--- src/rtl/crc_pkg.sv ---
// Shared types and constants for the bit-serial CRC-8 engine.
package crc_pkg;

  typedef enum logic [1:0] {
    IDLE,
    SHIFT,
    DONE
  } crc_state_t;

  localparam logic [7:0] CRC8_POLY_DEFAULT = 8'h07;
  localparam logic [7:0] CRC8_INIT_DEFAULT = 8'h00;
  localparam int         CNT_W             = 3;

endpackage

--- src/rtl/crc8_bit_step.sv ---
// One MSB-first CRC-8 bit update, combinational.
module crc8_bit_step
  import crc_pkg::*;
#(
  parameter logic [7:0] POLY = CRC8_POLY_DEFAULT
) (
  input  logic [7:0] crc_in,
  input  logic       bit_in,
  output logic [7:0] crc_nxt
);

  logic fb;

  assign fb      = crc_in[7] ^ bit_in;
  assign crc_nxt = {crc_in[6:0], 1'b0} ^ (fb ? POLY : 8'h00);

endmodule

--- src/rtl/crc8_serial.sv ---
// Byte-in, bit-serial CRC-8 engine with a valid/ready input
// and a one-cycle crc_valid pulse per in_last-delimited frame.
module crc8_serial
  import crc_pkg::*;
#(
  parameter logic [7:0] POLY = CRC8_POLY_DEFAULT,
  parameter logic [7:0] INIT = CRC8_INIT_DEFAULT
) (
  input  logic       clk,
  input  logic       rst,
  input  logic       in_valid,
  output logic       in_ready,
  input  logic [7:0] in_data,
  input  logic       in_last,
  output logic       crc_valid,
  output logic [7:0] crc_out,
  output logic       busy
);

  localparam logic [CNT_W-1:0] CNT_MAX = {CNT_W{1'b1}};

  crc_state_t       state_q, state_d;
  logic [7:0]       crc_q, crc_d;
  logic [7:0]       data_q, data_d;
  logic [CNT_W-1:0] cnt_q, cnt_d;
  logic             frame_active_q, frame_active_d;
  logic             last_q, last_d;
  logic [7:0]       crc_step;

  crc8_bit_step #(
    .POLY(POLY)
  ) u_step (
    .crc_in (crc_q),
    .bit_in (data_q[7]),
    .crc_nxt(crc_step)
  );

  always_comb begin
    state_d        = state_q;
    crc_d          = crc_q;
    data_d         = data_q;
    cnt_d          = cnt_q;
    frame_active_d = frame_active_q;
    last_d         = last_q;
    unique case (state_q)
      IDLE: begin
        if (in_valid) begin
          data_d  = in_data;
          last_d  = in_last;
          cnt_d   = '0;
          state_d = SHIFT;
          if (!frame_active_q) begin
            crc_d          = INIT;
            frame_active_d = 1'b1;
          end
        end
      end
      SHIFT: begin
        crc_d  = crc_step;
        data_d = {data_q[6:0], 1'b0};
        cnt_d  = cnt_q + 1'b1;
        if (cnt_q == CNT_MAX) begin
          state_d = last_q ? DONE : IDLE;
        end
      end
      DONE: begin
        frame_active_d = 1'b0;
        state_d        = IDLE;
      end
      default: state_d = IDLE;
    endcase
  end

  always_ff @(posedge clk or posedge rst) begin
    if (rst) begin
      state_q        <= IDLE;
      crc_q          <= INIT;
      data_q         <= '0;
      cnt_q          <= '0;
      frame_active_q <= 1'b0;
      last_q         <= 1'b0;
    end else begin
      state_q        <= state_d;
      crc_q          <= crc_d;
      data_q         <= data_d;
      cnt_q          <= cnt_d;
      frame_active_q <= frame_active_d;
      last_q         <= last_d;
    end
  end

  // Handshake and status decode from registered state only.
  assign in_ready  = (state_q == IDLE);
  assign busy      = (state_q != IDLE);
  assign crc_valid = (state_q == DONE);
  assign crc_out   = crc_q;

endmodule
--- config.mk ---
export PLATFORM = sky130hd
export DESIGN_NAME = crc8_serial
export DESIGN_NICKNAME = d
export VERILOG_FILES = /design/src/rtl/crc_pkg.sv /design/src/rtl/crc8_bit_step.sv /design/src/rtl/crc8_serial.sv
export SDC_FILE = /design/constraint.sdc
export NUM_CORES = 1
export LEC_CHECK = 0
export ABC_AREA = 1
export CORE_AREA = 2 2 56 58
export DETAILED_ROUTE_END_ITERATION = 16
export DIE_AREA = 0 0 58 60
export HOLD_SLACK_MARGIN = 0.15
export SLEW_MARGIN = 20
export SYNTH_ARGS = -nofsm -noshare
export SYNTH_HDL_FRONTEND = slang
export SYNTH_SLANG_ARGS = --single-unit
--- constraint.sdc ---
create_clock -name clk -period 1.38 [get_ports clk]
set_clock_uncertainty 0.1 [all_clocks]
set_input_delay 0.276 -clock clk [delete_from_list [all_inputs] [get_ports clk]]
set_output_delay 0.276 -clock clk [all_outputs]
set_load 0.05 [all_outputs]
# ---- Yosys cells after proc, flatten, opt, wreduce, memory -nomap -nowiden
# Index checks and enable logic that the tools add are counted.
# Widths: inputs -> output; s select.
dict set report totals {
  ff_bits 23
  elab_cells 38
}
dict set report op_classes {
  eq_ne 6
  n_bitwise 2
  addsub 1
  mux 14
  reduce_logical 9
}
# cell count
set ops {}
lappend ops {{$pmux 8 s2} 2}
lappend ops {{$mux 8} 3}
lappend ops {{$reduce_and 2->1} 4}
lappend ops {{$xor 8x8->8} 1}
lappend ops {{$mux 2} 3}
lappend ops {{$mux 3} 2}
lappend ops {{$ne 2x2->1 const B} 3}
lappend ops {{$pmux 3 s2} 1}
lappend ops {{$reduce_bool 2->1} 3}
lappend ops {{$pmux 2 s2} 1}
lappend ops {{$add 3x1->3 const B} 1}
lappend ops {{$eq 3x3->1 const B} 1}
lappend ops {{$reduce_and 3->1} 1}
lappend ops {{$eq 2x1->1 const B} 1}
lappend ops {{$eq 2x2->1 const B} 1}
lappend ops {{$logic_not 2->1} 1}
lappend ops {{$pmux 1 s2} 1}
lappend ops {{$mux 1} 1}
lappend ops {{$xor 1x1->1} 1}

# ---- Logic depth before layout (Yosys ltp)
# Gate-level depths: netlist of run 1.
dict set report logic_depth {
  depth_word 4
  depth_mapped 6
  ltp_nobuf 6
}

# ---- Hierarchy
# From an unflattened synthesis of run 1, not the netlist that was laid out.
dict set report hier_totals {
  cells_unflattened 149
  area_unflattened_um2 1177.4
}
# mod area_each_um2 seq_area_each_um2 cells_each instances
set modules_own_cells {}
lappend modules_own_cells {crc8_serial 1071.0 575.6 128 1}
lappend modules_own_cells {crc8_bit_step 106.4 0.0 21 1}

# ---- Least setup slack after synthesis of run 1
# Ideal clock, no wire load.
dict set report synth_timing {
  path_type {register -> output}
  start {register state_q[0]}
  end {output port busy}
  t_required_ps 1004
  stages_incl_launch_ff 3
  path_buffers 0
  arrival_ps 1586
  slack_ps -582
  path_cell_list {dfrtp_1 nor2_1 inv_1}
}
dict set report synth_between {
  elab_chain_cells 1
}
# item line
set synth_lines {}
lappend synth_lines {{from (decl)} crc8_serial.sv:22} ;# crc_state_t state_q, state_d;
lappend synth_lines {{from (signal assigned)} crc8_serial.sv:83} ;# state_q <= state_d;
lappend synth_lines {{$reduce_bool 2->1} crc8_serial.sv:94} ;# assign busy = (state_q != IDLE);
lappend synth_lines {{to (decl)} crc8_serial.sv:17} ;# output logic busy
# Every way passes these cells.

# ---- Worst setup path after layout of run 1
# Ends and elaborated chain as after synthesis.

==> impl_metrics.csv, run 1 <==
group,metric,value,unit
synthesis,synthCells,134,
timing,setup_viol_count_final,3,
synthesis,avgSynthCellArea,8.24,µm²
routing,ant_nets,0,
synthesis,synth_area,1100,µm²
place,port_buffers,22,
run_status,status,"finished, violations left",
die,core-area,2900,µm²
routing,drt_iter0_drc,12,
power,p_per_area,2450,nW/µm²
critical_path,rr_startpoint,"state_q[0]",
routing,wire_per_inst,11.0,µm
timing,maxSlewViolCount,0,
synthesis,yosys-top-cells-count,"nand2_1 (64), dfrtp_1 (23), nand3_1 (12)",
finish,area_growth,41.3,%
timing,fmax,0.671,GHz
synthesis,synthArstFlopShare,1.00,
cts,cts_hold_buf,0,
timing,setup_ws,-0.110,ns
critical_path,ff2ff_setup_slack,0.07,ns
cts,path_clk_slew,0.14,ns
cts,clock-root-buffer,"clkbuf_4",
synthesis,synth_area_leaders,"dfrtp_1 (52%), nand2_1 (22%), nand3_1 (5.4%)",
timing,fin_crit,1.49,ns
synthesis,yosys.area.top_type,"dfrtp_1",
place,gp_routability_congestion,0.712,
power,leakagePower,0.792,nW
finish,drive_gt1_frac,0.221,
synthesis,synth_flop_cell,"dfrtp_1",
global_route,grt_max_degree,24,
timing,holdWs,0.164,ns
critical_path,required,1.00,ns
synthesis,ys_seq_elements,23,
die,die_x,58,µm
cts,cts_buffers,3,
power,irDropWorstVdd,0.00168,V
critical_path,worstSetupPathType,"flop to output pin",
critical_path,r2r_end,"data_q[1]",
synthesis,synthDistinctLibCells,18,
timing,rsz0062_at_grt,"true",
run_status,failed_checks,"setup timing",
synthesis,syn-num-nets,148,
synthesis,synthMostInstantiatedCell,"nand2_1",
die,die_h,60,µm
place,dp_hpwl,1600,µm
cts,htreeDepth,1,
timing,finalHoldViolations,0,
finish,nets,178,
synthesis,synth-seq-area-share,0.521,
cts,cts_sinks,23,
die,die-area,3480,µm²
critical_path,crit_fanout,4,
cts,clkLatencyLatePin,0.31,ns
global_route,grt_pass1_wl,3820,µm
routing,via_per_inst,4.72,
routing,drtPass1Iterations,4,
cts,cts_buffer_depth,2,
critical_path,worst_ep_arrival_time,1.11,ns
routing,routed-via-count,926,
run,maxCapViolations,0,
synthesis,synth.top_cell.area_share,0.521,
die,rows,20,
global_route,overflow,0,
timing,tightest_slew,0.310,ns
power,fin_total_pwr,3.82,mW
timing,fin_crit_sh,1.08,
critical_path,startpoint_type,"flop",
global_route,track_usage,0.145,
timing,slew_headroom,0.793,
synthesis,yosysWarnings,0,
critical_path,reg2reg_depth,6,
finish,diodes,0,
die,start_util,0.381,
synthesis,synth_edf_count,0,
die,boundaryPins,23,
global_route,grt_antenna_before_repair,0,
cts,cts_tree,"done",
routing,wirelength,2160,µm
critical_path,end_kind,"output pin",
hold_path,hp-class,"primary input to async pin",
global_route,grt_pass1_vias,905,
routing,route.detailed.drc,0,
[state kept, by name (all words and copies together) (netlist names)]
register and flops:
cnt_q 3, crc_out 8, data_q 8, frame_active_q 1, last_q 1, state_q 2
[critical path: stages, from the launching register on]
cell and delay, ns:
dfrtp_2 0.48, nor2_4 0.13, inv_2 0.06, buf_12 0.14
[layout make-up]
| class | count | area [µm²] |
|---|---|---|
| repair buffers | 27 | 397 |
| multi-input cells | 97 | 470 |
| flip-flops and latches | 23 | 578 |
| fillers | 287 | 1340 |
| clock buffers | 3 | 22.5 |
| well taps | 33 | 41.3 |
| inverters | 12 | 47.5 |
| clock inverters | 1 | 5.00 |
[power breakdown]
| group | switching (mW) | internal, mW | leakage, nW |
|---|---|---|---|
| Clock | 0.210 | 0.108 | 0.0177 |
| Sequential | 0.284 | 0.972 | 0.281 |
| Combinational | 1.23 | 1.01 | 0.493 |
[metal layers]
metal | global-route usage | routed length [µm]
met3 | 0.0260 | 92
met2 | 0.274 | 1090
met4 | 0.0498 | 20
met5 | 0 | 0
met1 | 0.164 | 956
[stage by stage]
stage | instance area, µm² | util | worst slack, ns | cells | TNS (ns)
CTS | 1560 | 0.537 | -0.119 | 196 | -0.273
floorplan | 1110 | - | -0.0547 | 134 | -0.0547
global route | 1560 | 0.538 | -0.144 | 196 | -0.394
detailed placement | 1510 | 0.519 | -0.0866 | 190 | -1.05
global placement | 1510 | 0.519 | -0.0797 | 190 | -0.804
finish | 1560 | 0.538 | -0.110 | 196 | -0.248
[worst max-delay path by stage]
stage,from,endpoint,slack [ns],cells after the start
finish,state_q[0],busy,-0.11,3
global route,state_q[0],busy,-0.14,3
CTS,state_q[0],busy,-0.12,3
detailed placement,in_valid,crc_out[6],-0.09,4
global placement,in_valid,last_q,-0.08,6
floorplan,state_q[0],busy,-0.05,2
[cell usage in the layout (no fill, tap or decap)]
| cell type | count |
|---|---|
| o21ai_0 | 4 |
| dfrtp_1 | 21 |
| clkinv_2 | 1 |
| nand2_1 | 64 |
| buf_4 | 2 |
| nand3_1 | 12 |
| buf_12 | 13 |
| o21ai_2 | 2 |
| inv_4 | 1 |
| nor2_1 | 2 |
| inv_2 | 3 |
| clkdlybuf4s50_1 | 11 |
| o21ai_1 | 2 |
| nor2_2 | 1 |
| clkbuf_4 | 3 |
| inv_1 | 8 |
| ha_1 | 2 |
| nor2_4 | 3 |
| nand3b_1 | 1 |
| dfrtp_2 | 2 |
| a21oi_2 | 1 |
| buf_6 | 1 |
| nand2_4 | 3 |
[what timing repair did]
action | 4_1_cts | 5_1_grt
setup buffers | 2 | 0
gates cloned | 0 | 0
gates resized for setup | 4 | 1
endpoints found under the setup margin | 3 | 6
[cells by family (layout without fill, tap and decap cells)]
logic type | count (synthesis) | count (layout) | share of synthesized area
flops | 23 | 23 | 0.521
compound gates | 9 | 9 | 0.0510
simple gates | 86 | 86 | 0.339
fa+ha+maj | 2 | 2 | 0.0226
buf+inv | 14 | 43 | 0.0668
(Power assumes the default switching activity.)
==> inputs of run 2 (changes only) <==
==> constraint.sdc (replaced) <==
create_clock -name clk -period 1.8 [get_ports clk]
set_clock_uncertainty 0.1 [all_clocks]
set_input_delay 0.36 -clock clk [delete_from_list [all_inputs] [get_ports clk]]
set_output_delay 0.36 -clock clk [all_outputs]
set_load 0.05 [all_outputs]
==> impl_metrics.csv, run 2 (synthesis results as in run 1) <==
group,metric,value,unit
timing,rsz0062_at_grt,"false",
critical_path,crit_buf_inv,1,
place,dp_hpwl,1530,µm
critical_path,max_stage_delay,0.49,ns
critical_path,reg2reg_depth,6,
finish,final_util,0.478,
finish,drive_gt1_frac,0.182,
cts,htreeDepth,1,
critical_path,cp.depth,2,
timing,holdWs,0.271,ns
critical_path,required,1.34,ns
timing,fin_crit_sh,0.945,
routing,via_per_inst,4.77,
critical_path,crit_chain,"nor2_1, buf_12",
die,rows,20,
finish,layout_common_cells,"nand2_1 (64), dfrtp_1 (22), nand3_1 (12)",
timing,tightest_slew,0.380,ns
power,p_per_area,1840,nW/µm²
routing,ant_nets,0,
finish,nets,174,
run_status,status,"complete, no violations",
power,leakagePower,0.728,nW
timing,fin_setup_tns,0,ns
die,start_util,0.381,
critical_path,slowest_stage,"dfrtp_1",
global_route,overflow,0,
run,maxCapViolations,0,
die,die-area,3480,µm²
die,die_x,58,µm
routing,drt_iter0_drc,15,
finish,final_common_cell,"nand2_1",
place,dpl-instance-area,1360,µm²
finish,fin_cells,192,
global_route,met1_usage,0.162,
global_route,grt_pass1_wl,3680,µm
hold_path,hp-class,"primary input to async pin",
timing,fmax,0.588,GHz
global_route,grt_antenna_before_repair,0,
place,gp_routability_congestion,0.765,
routing,route.detailed.drc,0,
routing,routed-via-count,915,
global_route,top_usage_layer,"met2",
die,boundaryPins,23,
global_route,grt_max_degree,24,
die,die_h,60,µm
cts,cts_sinks,23,
power,irDropWorstVdd,0.00107,V
timing,finalHoldViolations,0,
global_route,gr-usage-met2,0.258,
global_route,track_usage,0.139,
cts,clock-root-buffer,"clkbuf_4",
place,port_buffers,22,
cts,cts_tree,"done",
timing,setup_viol_count_final,0,
place,placed_cells,188,
cts,post_cts_buffers,0,
critical_path,worstSetupPathType,"flop to output pin",
routing,wire_per_inst,11.1,µm
routing,wirelength,2120,µm
timing,fin_crit,1.70,ns
cts,cts_buffers,3,
routing,drtPass1Iterations,3,
critical_path,worst_ep_arrival_time,1.24,ns
cts,path_clk_slew,0.14,ns
critical_path,startpoint_type,"flop",
finish,finalInstanceArea,1390,µm²
timing,slew_headroom,0.746,
finish,fillers,296,
critical_path,ff2ff_setup_slack,0.49,ns
cts,clkLatencyLatePin,0.32,ns
critical_path,crit_family,"flip-flops",
finish,area_growth,25.7,%
finish,diodes,0,
critical_path,crit_fanout,5,
global_route,grt_pass1_vias,865,
timing,maxSlewViolCount,0,
die,core-area,2900,µm²
cts,cts_buffer_depth,2,
global_route,use_met3,0.0195,
critical_path,end_kind,"output pin",
run 2: changes by cell type in the layout (fill, tap and decap cells not counted):
cell,before,now
inv_2,3,2
buf_12,13,3
inv_1,8,9
buf_4,2,9
nor2_4,3,1
buf_6,1,0
nor2_1,2,3
dfrtp_1,21,22
dfrtp_2,2,1
nor2_2,1,2
run 2: power breakdown:
group / internal [mW] / switching (mW) / leakage [nW]
Combinational: 0.482 / 0.913 / 0.429
Sequential: 0.743 / 0.169 / 0.281
Clock: 0.0831 / 0.163 / 0.0177
Total: 1.31 / 1.24 / 0.728
run 2: timing repair:
item / in CTS / in global routing
resized for setup: 0 / 1
hold buffers: 0 / 0
endpoints found under the setup margin: 0 / 1
run 2: worst reg2reg max path, stage by stage, from the launching register on:
cell,delay [ns]
dfrtp_2,0.47
inv_2,0.11
nand2_4,0.15
nand2_4,0.19
inv_4,0.08
nand2_1,0.06
nand2_1,0.05
run 2: area by class of cell:
cell class                      instances  area, µm²  area share
Clock buffer                            3       22.5      0.0162
Clock inverter                          1       5.00     0.00360
Inverter                               12       47.5      0.0342
Multi-Input combinational cell         97        458       0.330
Sequential cell                        23        577       0.415
Tap cell                               33       41.3      0.0297
Timing Repair Buffer                   23        238       0.171
run 2: metrics by stage:
| stage | power, mW | setup WS [ns] |
|---|---|---|
| CTS | 2.59 | 0.0531 |
| global placement | 2.32 | 0.237 |
| global route | 2.76 | 0.0246 |
| detailed placement | 2.34 | 0.266 |
| finish | 2.55 | 0.0992 |
| floorplan | 1.96 | 0.0707 |
run 2: final timing paths:
check	from	end
worst max-delay path	state_q[0]	crc_valid
worst max register to register	state_q[1]	data_q[6]
max in group asynchronous	rst	state_q[1]
worst min register to register	last_q	last_q
worst min-delay path	rst	crc_out[2]
min in group clk	last_q	last_q
run 2: routing by layer:
metal	routed length [µm]	share of wire	vias up
met3	78	0.037	2
met5	0	0	-
li1	-	-	465
met4	10	0.0047	0
met1	994	0.47	431
met2	1040	0.49	17
==> inputs of run 3 (changes only) <==
--- a/config.mk
+++ b/config.mk
@@ -5,7 +5,6 @@
 export SDC_FILE = /design/constraint.sdc
 export NUM_CORES = 1
 export LEC_CHECK = 0
-export ABC_AREA = 1
 export CORE_AREA = 2 2 56 58
 export DETAILED_ROUTE_END_ITERATION = 16
 export DIE_AREA = 0 0 58 60
==> impl_metrics.csv, run 3 <==
group,metric,value,unit
synthesis,synthDistinctLibCells,24,
critical_path,worstSetupPathType,"flop to output pin",
critical_path,crit_chain,"buf_4, nor2_4, inv_1, buf_12",
synthesis,yosys-top-cells-count,"dfrtp_1 (23), a22o_1 (10), a21oi_1 (8)",
cts,clkLatencyLatePin,0.30,ns
routing,drt_iter0_drc,19,
cts,cts_sinks,23,
critical_path,crit_family,"flip-flops",
critical_path,required,1.34,ns
hold_path,hp-class,"primary input to async pin",
synthesis,yosysWarnings,0,
run,maxCapViolations,0,
critical_path,rr_startpoint,"state_q[0]",
global_route,grt_pass1_wl,3710,µm
die,die_x,58,µm
place,gp_routability_congestion,0.701,
finish,diodes,0,
die,die-area,3480,µm²
global_route,track_usage,0.142,
timing,slew_headroom,0.791,
power,p_int,1.56,mW
synthesis,yosys.area.top_type,"dfrtp_1",
synthesis,synth.top_cell.area_share,0.529,
cts,cts_buffer_depth,2,
synthesis,synth_area_leaders,"dfrtp_1 (53%), a22o_1 (8.0%), o22a_1 (5.6%)",
place,dpl-instance-area,1370,µm²
routing,route.detailed.drc,0,
power,irDropWorstVdd,0.00115,V
synthesis,synth_area,1090,µm²
routing,wire_per_inst,13.9,µm
die,boundaryPins,23,
die,core-area,2900,µm²
finish,drive_gt1_frac,0.256,
synthesis,synth_edf_count,0,
die,rows,20,
critical_path,ff2ff_setup_slack,0.29,ns
timing,maxSlewViolCount,0,
synthesis,synthCells,92,
critical_path,worst_ep_arrival_time,1.27,ns
power,fin_total_pwr,2.72,mW
global_route,grt_pass1_vias,804,
global_route,grt_max_degree,24,
timing,fin_crit,1.73,ns
global_route,grt_antenna_before_repair,0,
power,comb_power_share,0.572,
cts,cts_tree,"done",
finish,final_common_cell,"dfrtp_1",
timing,fin_crit_sh,0.962,
finish,area_growth,29.8,%
synthesis,synth_flop_cell,"dfrtp_1",
finish,nets,136,
global_route,overflow,0,
power,p_sw_frac,0.426,
synthesis,syn-num-nets,106,
finish,final_util,0.487,
synthesis,avgSynthCellArea,11.8,µm²
finish,layout_common_cells,"dfrtp_1 (22), buf_4 (16), clkdlybuf4s50_1 (11)",
power,p_sw,1.16,mW
critical_path,crit_fanout,5,
run_status,status,"complete, no violations",
routing,wirelength,2140,µm
power,seqPwrFrac,0.340,
critical_path,reg2reg_depth,6,
cts,htreeDepth,1,
cts,clock-root-buffer,"clkbuf_4",
timing,setup_viol_count_final,0,
finish,finalInstanceArea,1410,µm²
critical_path,slowest_stage,"dfrtp_1",
cts,cts_buffers,3,
synthesis,synth-seq-area-share,0.529,
critical_path,startpoint_type,"flop",
timing,holdWs,0.269,ns
critical_path,r2r_end,"data_q[7]",
routing,via_per_inst,5.08,
synthesis,synthMostInstantiatedCell,"dfrtp_1",
die,die_h,60,µm
critical_path,end_kind,"output pin",
timing,finalHoldViolations,0,
cts,path_clk_slew,0.12,ns
critical_path,max_stage_delay,0.41,ns
power,p_per_area,1930,nW/µm²
timing,fmax,0.578,GHz
timing,tightest_slew,0.312,ns
critical_path,crit_buf_inv,3,
synthesis,synthArstFlopShare,1.00,
routing,drtPass1Iterations,4,
power,p_clk_frac,0.088,
die,start_util,0.375,
timing,fin_setup_tns,0,ns
synthesis,ys_seq_elements,23,
place,dp_hpwl,1530,µm
timing,rsz0062_at_grt,"false",
routing,routed-via-count,782,
routing,ant_nets,0,
power,leakagePower,0.666,nW
place,port_buffers,22,
==> run 3: cells by family after synthesis <==
kind of cell / share of synthesized area
AOI/OAI and AO/OA: 0.207
and+or+nand+nor: 0.139
DFF: 0.529
buffers and inverters: 0.0506
xor gates and xnor gates: 0.0241
muxes: 0.0276
adders and majority gates: 0.0230
==> run 3: tightest hold or removal path: cells and delay by family <==
family                 cells  cell delay, ns
buffers and inverters      3            0.72
==> run 3: layout make-up <==
class,instances,area (µm²)
clock buffer,4,26.3
inverter,4,15.0
sequential,23,577
timing repair buffer,30,290
multi-input combinational,60,463
tap,33,41.3
fill,287,1490
==> run 3: how the worst max path moves through the flow <==
stage                     cells past startpoint         to  slack [ns]       start
after floorplan                               2  crc_valid        0.20  state_q[1]
after global placement                        4     last_q        0.09    in_valid
after detailed placement                      4     last_q        0.09    in_valid
after CTS                                     3       busy        0.05  state_q[1]
after global routing                          4       busy      0.0008  state_q[0]
final                                         4       busy        0.07  state_q[0]
==> run 3: power by group through the flow <==
stage / clock network [mW] / registers (mW) / logic (mW)
global route: 0.272 / 0.960 / 1.68
global placement: 0 / 0.940 / 1.51
CTS: 0.250 / 0.929 / 1.58
detailed placement: 0 / 0.948 / 1.53
finish: 0.239 / 0.927 / 1.56
floorplan: 0 / 1.20 / 0.842
==> run 3: routing by layer <==
layer | routed length [µm] | GRT usage | vias to the layer above
met5 | 0 | 0 | -
met3 | 84 | 0.0195 | 4
li1 | - | - | 379
met4 | 44 | 0.0797 | 0
met2 | 1050 | 0.231 | 15
met1 | 961 | 0.182 | 384
==> run 3: what timing repair did <==
action                     CTS  global route
hold endpoints to repair     0             0
buffers inserted             2             0
setup endpoints to repair    1             0
hold buffers                 0             0
gates resized for setup      1             0
==> run 3: stage by stage <==
step                      cells  setup slack, ns
after floorplan              92            0.201
after global placement      148           0.0889
after detailed placement    148           0.0915
after CTS                   154           0.0543
after global routing        154         0.000777
final                       154           0.0685
